### src/rtl/ifetch_ctrl.sv
// Fetch sequencer/arbiter for the instruction queue: issues I-cache line requests only
// when queue space is guaranteed, steers returning lines into iqueue and arbitrates decode reads.
module ifetch_ctrl #(
  parameter int                ADDR_W  = 32,
  parameter int                LINE_W  = 128,
  parameter int                DEPTH   = 4,
  parameter int                MAX_OUT = 2,
  parameter logic [ADDR_W-1:0] BOOT_PC = '0
) (
  input  logic              clk_i,
  input  logic              rst_ni,
  input  logic              en_i,
  input  logic              redirect_i,
  input  logic [ADDR_W-1:0] redirect_pc_i,
  output logic              ic_req_o,
  output logic [ADDR_W-1:0] ic_addr_o,
  input  logic              ic_gnt_i,
  input  logic              ic_valid_i,
  input  logic [LINE_W-1:0] ic_data_i,
  output logic              iq_wr_o,
  output logic [LINE_W-1:0] iq_data_o,
  output logic              iq_rd_o,
  output logic              iq_flush_no,
  input  logic              rd_req_i,
  output logic              rd_ack_o,
  output logic              inst_avail_o
);

  localparam int LINE_BYTES = LINE_W / 8;
  localparam int CW         = $clog2(DEPTH + MAX_OUT + 1);

  localparam logic [CW-1:0]     DEPTH_C    = CW'(DEPTH);
  localparam logic [CW-1:0]     MAX_C      = CW'(MAX_OUT);
  localparam logic [ADDR_W-1:0] LINE_INC   = ADDR_W'(LINE_BYTES);
  localparam logic [ADDR_W-1:0] ALIGN_MASK = ~(ADDR_W'(LINE_BYTES - 1));

  typedef enum logic [1:0] {
    S_IDLE  = 2'd0,
    S_RUN   = 2'd1,
    S_FLUSH = 2'd2
  } state_t;

  state_t            r_state;
  logic [ADDR_W-1:0] r_pc;
  logic [CW-1:0]     r_occ;
  logic [CW-1:0]     r_out;
  logic [CW-1:0]     r_drop;
  logic              r_pend;

  logic w_run;
  logic w_space;
  logic w_req;
  logic w_fire;
  logic w_wr;
  logic w_ack;

  assign w_run   = (r_state == S_RUN);
  // occ+out bounded by DEPTH means every granted line already owns a queue slot
  assign w_space = ((r_occ + r_out) < DEPTH_C) && (r_out < MAX_C);
  // r_pend keeps an ungranted request up even if en_i falls before the grant
  assign w_req   = w_run && !redirect_i && (r_pend || (en_i && w_space));
  assign w_fire  = w_req && ic_gnt_i;
  assign w_wr    = w_run && !redirect_i && ic_valid_i && (r_drop == '0);
  assign w_ack   = w_run && !redirect_i && rd_req_i && (r_occ != '0) && !w_wr;

  assign ic_req_o     = w_req;
  assign ic_addr_o    = r_pc;
  assign iq_wr_o      = w_wr;
  assign iq_data_o    = ic_data_i;
  assign iq_rd_o      = w_ack;
  assign rd_ack_o     = w_ack;
  assign iq_flush_no  = (r_state != S_FLUSH);
  assign inst_avail_o = (r_occ != '0);

  always_ff @(posedge clk_i or negedge rst_ni) begin
    if (!rst_ni) begin
      r_state <= S_IDLE;
      r_pc    <= BOOT_PC;
      r_occ   <= '0;
      r_out   <= '0;
      r_drop  <= '0;
      r_pend  <= 1'b0;
    end else begin
      case (r_state)
        S_IDLE:  if (en_i) r_state <= S_RUN;
        S_RUN:   if (redirect_i) r_state <= S_FLUSH;
        S_FLUSH: if (!redirect_i) r_state <= S_RUN;
        default: r_state <= S_IDLE;
      endcase

      if (redirect_i) r_pc <= redirect_pc_i & ALIGN_MASK;
      else if (w_fire) r_pc <= r_pc + LINE_INC;

      r_pend <= w_req && !ic_gnt_i;
      r_out  <= r_out + CW'(w_fire) - CW'(ic_valid_i);

      if (r_state == S_FLUSH) r_occ <= '0;
      else r_occ <= r_occ + CW'(w_wr) - CW'(w_ack);

      // Outside steady RUN every line still in flight is stale, so drop tracks out
      if (redirect_i || (r_state != S_RUN))
        r_drop <= r_out + CW'(w_fire) - CW'(ic_valid_i);
      else if (ic_valid_i && (r_drop != '0))
        r_drop <= r_drop - CW'(1'b1);
    end
  end

`ifndef SYNTHESIS
  a_space: assert property (@(posedge clk_i) disable iff (!rst_ni) ((r_occ + r_out) <= DEPTH_C));
  a_drop:  assert property (@(posedge clk_i) disable iff (!rst_ni) (r_drop <= r_out));
  a_full:  assert property (@(posedge clk_i) disable iff (!rst_ni) !(w_wr && (r_occ == DEPTH_C)));
`endif

endmodule

### config.mk
export PLATFORM = sky130hd
export DESIGN_NAME = ifetch_ctrl
export DESIGN_NICKNAME = d
export VERILOG_FILES = /design/src/rtl/ifetch_ctrl.sv
export SDC_FILE = /design/constraint.sdc
export NUM_CORES = 1
export LEC_CHECK = 0
export BUFFER_PORTS_ARGS = -buffer_cell sky130_fd_sc_hd__buf_4
export CAP_MARGIN = 20
export CORE_AREA = 2 2 129 131
export DETAILED_ROUTE_END_ITERATION = 8
export DIE_AREA = 0 0 131 133
export PLACE_DENSITY = 0.57
export SYNTH_ARGS = -nofsm -noshare
export SYNTH_HDL_FRONTEND = slang
export SYNTH_SLANG_ARGS = --single-unit
export TNS_END_PERCENT = 20
### constraint.sdc
create_clock -name clk_i -period 3.5 [get_ports clk_i]
set_input_delay 0.35 -clock clk_i [delete_from_list [all_inputs] [get_ports clk_i]]
set_output_delay 0.35 -clock clk_i [all_outputs]
set_load 0.01 [all_outputs]
# Word-level counts from Yosys, hierarchy flattened
# Index checks and enable logic that the tools add are counted.
word_totals:
  inputBits: 167
  output_inout_bits: 166
  mem_bits_ro: 0
  ramBits: 0
  ff_bits: 44
  wordCells: 55
  latch_bits: 0
  n_memories: 0
op_classes:
  div: 0
  n_bitwise: 0
  n_mul: 0
  n_mux: 9
  n_lt_le_gt_ge: 2
  n_addsub: 7
  n_reduce_logical: 24
  eq_ne: 7
  n_shift: 0
op_table:
  columns: ["cell", "n"]
  rows:
  - ["two-way mux 32 bit", 2]
  - ["adder 32 x 5 -> 32 bit (second input constant)", 1]
  - ["logical AND 1 bit", 12]
  - ["two-way mux 3 bit", 3]
  - ["inequality test 2 bit (second input constant)", 4]
  - ["adder 3 x 1 -> 3 bit", 2]
  - ["two-way mux 2 bit", 3]
  - ["case mux 2 bit (3 select lines)", 1]
  - ["nonzero test 3 bit", 2]
  - ["subtractor 3 x 1 -> 3 bit", 2]
  - ["nonzero test 2 bit", 2]
  - ["adder 3 bit", 1]
  - ["zero test 1 bit", 3]
  - ["zero test 3 bit", 1]
  - ["less-than comparator 3 x 2 -> 1 bit (second input constant)", 1]
  - ["less-than comparator 3 bit (second input constant)", 1]
  - ["AND reduction 3 bit", 1]
  - ["subtractor 3 x 1 -> 3 bit (second input constant)", 1]
  - ["== test 2 x 1 -> 1 bit (second input constant)", 1]
  - ["== test 2 bit (second input constant)", 1]
  - ["zero test 2 bit", 1]
  - ["logical OR 1 bit", 2]
  - ["inequality test 2 x 1 -> 1 bit (second input constant)", 1]

# Logic depth before layout (Yosys ltp)
logic_depth:
  depth_word: 10
  ltp_mapped: 15
  depth_no_buf: 13

# Worst setup path before layout
# No wires, ideal clock.
synth_path:
  path_kind: "register to register"
  startpoint: "register r_state[1]"
  endpoint: "register r_drop[2]"
  setup_slack_ns: 0.291
  period_less_slack_ns: 3.209
  arrival_time_ns: 3.082
  path_stages_with_launch: 15
  setup_time_ns: 0.127
  path_buffers: 3
  t_required_ns: 3.373
  path_cell_list: "dfrtp_1 or3b_1 buf_2 o41a_1 a21boi_4 inv_2 buf_6 buf_2 ha_1 inv_1 ha_1 fa_1 xnor2_1 nand2_1 o21ai_0"
synth_via:
  elab_chain_cells: 7
  elab_cells_between_ends: 10
  classes_between: "add/sub (2); eq/ne (2); mux (1); reduce/logical (5)"
synth_rtl:
  columns: ["element", "line_no", "rtl"]
  rows:
  - ["start, declared", "43", "state_t r_state;"]
  - ["start signal, assigned", "77", "r_state <= S_IDLE;"]
  - ["start signal, assigned", "85", "S_IDLE: if (en_i) r_state <= S_RUN;"]
  - ["start signal, assigned", "86", "S_RUN: if (redirect_i) r_state <= S_FLUSH;"]
  - ["== test 2 x 1 -> 1 bit", "57", "assign w_run = (r_state == S_RUN);"]
  - ["logical AND 1 bit (2 in series)", "61", "assign w_req = w_run && !redirect_i && (r_pend || (en_i && w_space));"]
  - ["logical AND 1 bit", "62", "assign w_fire = w_req && ic_gnt_i;"]
  - ["adder 3 x 1 -> 3 bit", "102", "r_drop <= r_out + CW'(w_fire) - CW'(ic_valid_i);"]
  - ["subtractor 3 x 1 -> 3 bit", "102", null]
  - ["two-way mux 3 bit", "101", "if (redirect_i || (r_state != S_RUN))"]
  - ["end signal, assigned", "102", null]
  - ["end signal, assigned", "104", "r_drop <= r_drop - CW'(1'b1);"]
  - ["end, declared", "47", "logic [CW-1:0] r_drop;"]
# Several ways; a longest one is shown, not always the timed one.
# A chain may end at the register's enable or synchronous reset.

# Final worst setup path
# Ends and elaborated chain as after synthesis.

==> flow_metrics.py <==
metrics = {
    "run_status": {
        "status": "finished, final reports clean",
    },
    "place": {
        "place_hpwl_um": 6775,
        "port_buffers": 68,
        "placed_area_sq_mm": 0.003284,
        "gp_congestion": 0.7939,
        "placed_cells": 561,
    },
    "floorplan": {
        "num_io_pins": 333,
        "coreArea_sq_mm": 0.01617,
        "die_area_sq_mm": 0.01742,
        "core.rowCount": 47,
        "start_util_pct": 21.66,
        "fp.dieW_um": 131,
        "die_y_um": 133,
    },
    "finish": {
        "drive_gt1_share_pct": 24.64,
        "fin_area_sq_mm": 0.003467,
        "area_growth_pct": -1.000,
        "seqCellArea_sq_mm": 0.001001,
        "diodes": 0,
        "nets": 526,
        "final_cell_count_no_fill": 569,
        "final_util_pct": 21.44,
        "num-fill-cells": 1790,
        "multi_input_area_sq_mm": 0.001385,
    },
    "flow_run": {
        "drv_cap": 0,
    },
    "global_routing": {
        "antenna_found_initial": 0,
        "overflow": 0,
        "grt_max_degree": 41,
        "grt_first_pass_wirelength_um": 14300,
        "grt_use_total_pct": 10.44,
        "first_global_vias": 2638,
    },
    "drt": {
        "drt_iter0_markers": 158,
        "ant_nets": 0,
        "detailroute.via_count": 2562,
        "via_per_inst": 4.503,
        "drt_wl_total_um": 9155,
        "wl_per_cell_um": 16.09,
        "drcViolationCount": 0,
        "drtPass1Iterations": 4,
    },
    "critical_path": {
        "cp_top_family": "adder cells",
        "r2r-start": "r_state[1]",
        "path_cells": "or3b_1 > o41a_1 > a21boi_4 > inv_2 > ha_1 > inv_1 > ha_1 > fa_1 > xnor2_1 > nand2_1 > o21ai_0",
        "r2r_cells": 11,
        "path_common_cell": "ha_1",
        "end_kind": "flop",
        "rrSetupSlack_ps": 490,
        "cp.required_ps": 3650,
        "cp-start-kind": "flop",
        "cp-startpoint": "r_state[1]",
        "crit_type": "flop to flop",
        "cpPeakStageDelay_ps": 530,
        "critPathArrivalTime_ps": 3150,
        "slowest_stage": "or3b_1",
        "r2r_end": "r_drop[2]",
        "cp_num_buf_inv": 2,
        "cp_max_fo": 9,
    },
    "logic_synthesis": {
        "ys_warn_count": 0,
        "yosysMostFrequentCell": "buf_4",
        "postSynthCellCount": 410,
        "ys_async_sr_fraction_pct": 100.0,
        "avgSynthCellArea_sq_um": 8.542,
        "synth_cell_types": 51,
        "ys_top_cells_by_count": "133 x buf_4, 40 x dfrtp_1, 37 x nand2_1, 18 x o311ai_0, 17 x inv_1",
        "synthTopCellsByArea": "dfrtp_1 29%, buf_4 29%, o311ai_0 4.5%, nand2_1 4.0%, ha_1 3.2%",
        "netlist.area_leader.share_pct": 28.58,
        "ys_ff_latch": 40,
        "synthFlopType": "dfrtp_1",
        "yosys.area.top_type": "dfrtp_1",
        "synth_area_sq_mm": 0.003502,
        "ys_seq_area_share_pct": 28.58,
        "synth_edf_count": 0,
    },
    "power_and_ir_drop": {
        "pwr-share-comb_pct": 33.5,
        "irDropWorstVdd_uv": 290.0,
        "finalPower_uw": 1836,
        "power_leakage_uw": 0.001467,
        "switching_power_uw": 617.3,
        "p_seq_share_pct": 36.0,
        "intPower_uw": 1218,
        "clock_power_share_pct": 30.4,
        "p_sw_share_pct": 33.63,
        "powerDensity_mw_per_mm2": 529.5,
    },
    "cts": {
        "cts_tree": "yes",
        "cts_num_sinks": 40,
        "clk_pin_slew_ps": 60,
        "cts-resized-gates": 0,
        "clock_latency_ps": 280,
        "cts.path.max_buffers": 2,
        "postCtsHoldBufs": 0,
        "cts-root-buf": "clkbuf_16",
        "cts_made_buffers": 5,
        "postCtsSetupRepairBufs": 0,
        "htree_num_levels": 2,
    },
    "timing": {
        "final_max_slew_viol_count": 0,
        "rsz0062_at_grt": "false",
        "setup_tns_ps": 0,
        "fin_skew_ps": 5.766,
        "fmax_ghz": 0.3327,
        "period_needed_ps": 3006,
        "min_period_over_period_pct": 85.89,
        "worst_slew_pin_slew_ps": 878.9,
        "relSlewSlack_pct": 40.87,
        "setup_violations": 0,
        "finalHoldViolCount": 0,
    },
    "hold_path": {
        "hp-class": "input pin to asynchronous set/reset pin",
    },
}
==> logic make-up after synthesis <==
logic type | Yosys count | synth area share (%)
muxes | 2 | 0.6073
AOI/OAI and AO/OA | 60 | 13.36
adders and majority gates | 11 | 4.359
xor gates and xnor gates | 8 | 2.001
DFF | 40 | 28.58
other | 1 | 0.1071
buffers and inverters | 164 | 32.19
and+or+nand+nor | 124 | 18.79
==> worst max path at each step <==
stage / endpoint / slack [ps] / depth (start not counted)
6_report: r_drop[2] / 490 / 11
5_1_grt: r_drop[2] / 240 / 11
3_3_place_gp: r_drop[2] / 440 / 12
4_1_cts: r_drop[2] / 490 / 11
3_5_place_dp: r_drop[2] / 390 / 12
2_1_floorplan: r_drop[2] / 290 / 14
==> metal layers <==
metal  up-vias  routed length (um)  part of all wire [%]  track usage, %
met5         -                   0                     0               0
met4         0                 174                   1.9           3.014
met3        36                 839                   9.2           3.275
met2       114                4140                    45           16.35
met1      1231                4001                    44           13.75
li1       1181                   -                     -               -
==> worst reg2reg max path, stage by stage, from the launching register on <==
cell      delay (ps)
dfrtp_1          430
or3b_1           530
o41a_1           530
a21boi_4         190
inv_2             50
ha_1             260
inv_1             40
ha_1             180
fa_1             380
xnor2_1          150
nand2_1           70
o21ai_0           70
==> flip-flops by register name (all words and copies together) (netlist names) <==
name / cells
ic_addr_o: 28
r_drop: 3
r_occ: 3
r_out: 3
r_state: 2
r_pend: 1
==> power by group through the flow <==
stage          Clock [uW]  Combinational, uW  Sequential [uW]
6_report              559                616              661
5_1_grt               599                703              675
4_1_cts               576                625              660
3_5_place_dp            0                621              668
3_3_place_gp            0                595              662
2_1_floorplan           0                540              655
==> metrics by stage <==
stage / hold slack [ps] / worst slack, ps
2_1_floorplan: 54.41 / 290.8
4_1_cts: 87.87 / 486.6
6_report: 65.43 / 493.9
3_5_place_dp: 387.7 / 392.8
3_3_place_gp: 373.6 / 441.1
5_1_grt: 115.5 / 241.2
==> placed cells by master, fill, tap and decap left out, types with 5 or more instances in the layout <==
| master | instances |
|---|---|
| buf_4 | 74 |
| nor3_1 | 9 |
| dfrtp_1 | 40 |
| o31ai_1 | 5 |
| nand4_1 | 7 |
| nor2_1 | 16 |
| nand3_1 | 12 |
| or4_1 | 5 |
| nand2_1 | 37 |
| or3_1 | 5 |
| o21ai_0 | 9 |
| and3_1 | 7 |
| and4_1 | 6 |
| inv_1 | 17 |
| o311ai_0 | 18 |
| a31oi_1 | 8 |
| ha_1 | 9 |
| clkbuf_16 | 5 |
==> final cells by class <==
| class | count | area share (%) |
|---|---|---|
| clock buffer | 7 | 4.403 |
| clock inverter | 1 | 0.8661 |
| inverter | 18 | 1.949 |
| sequential | 40 | 28.87 |
| timing repair buffer | 74 | 16.02 |
| tap | 220 | 7.939 |
| multi-input combinational | 209 | 39.95 |
No activity file was read; power rests on OpenSTA's default activity.
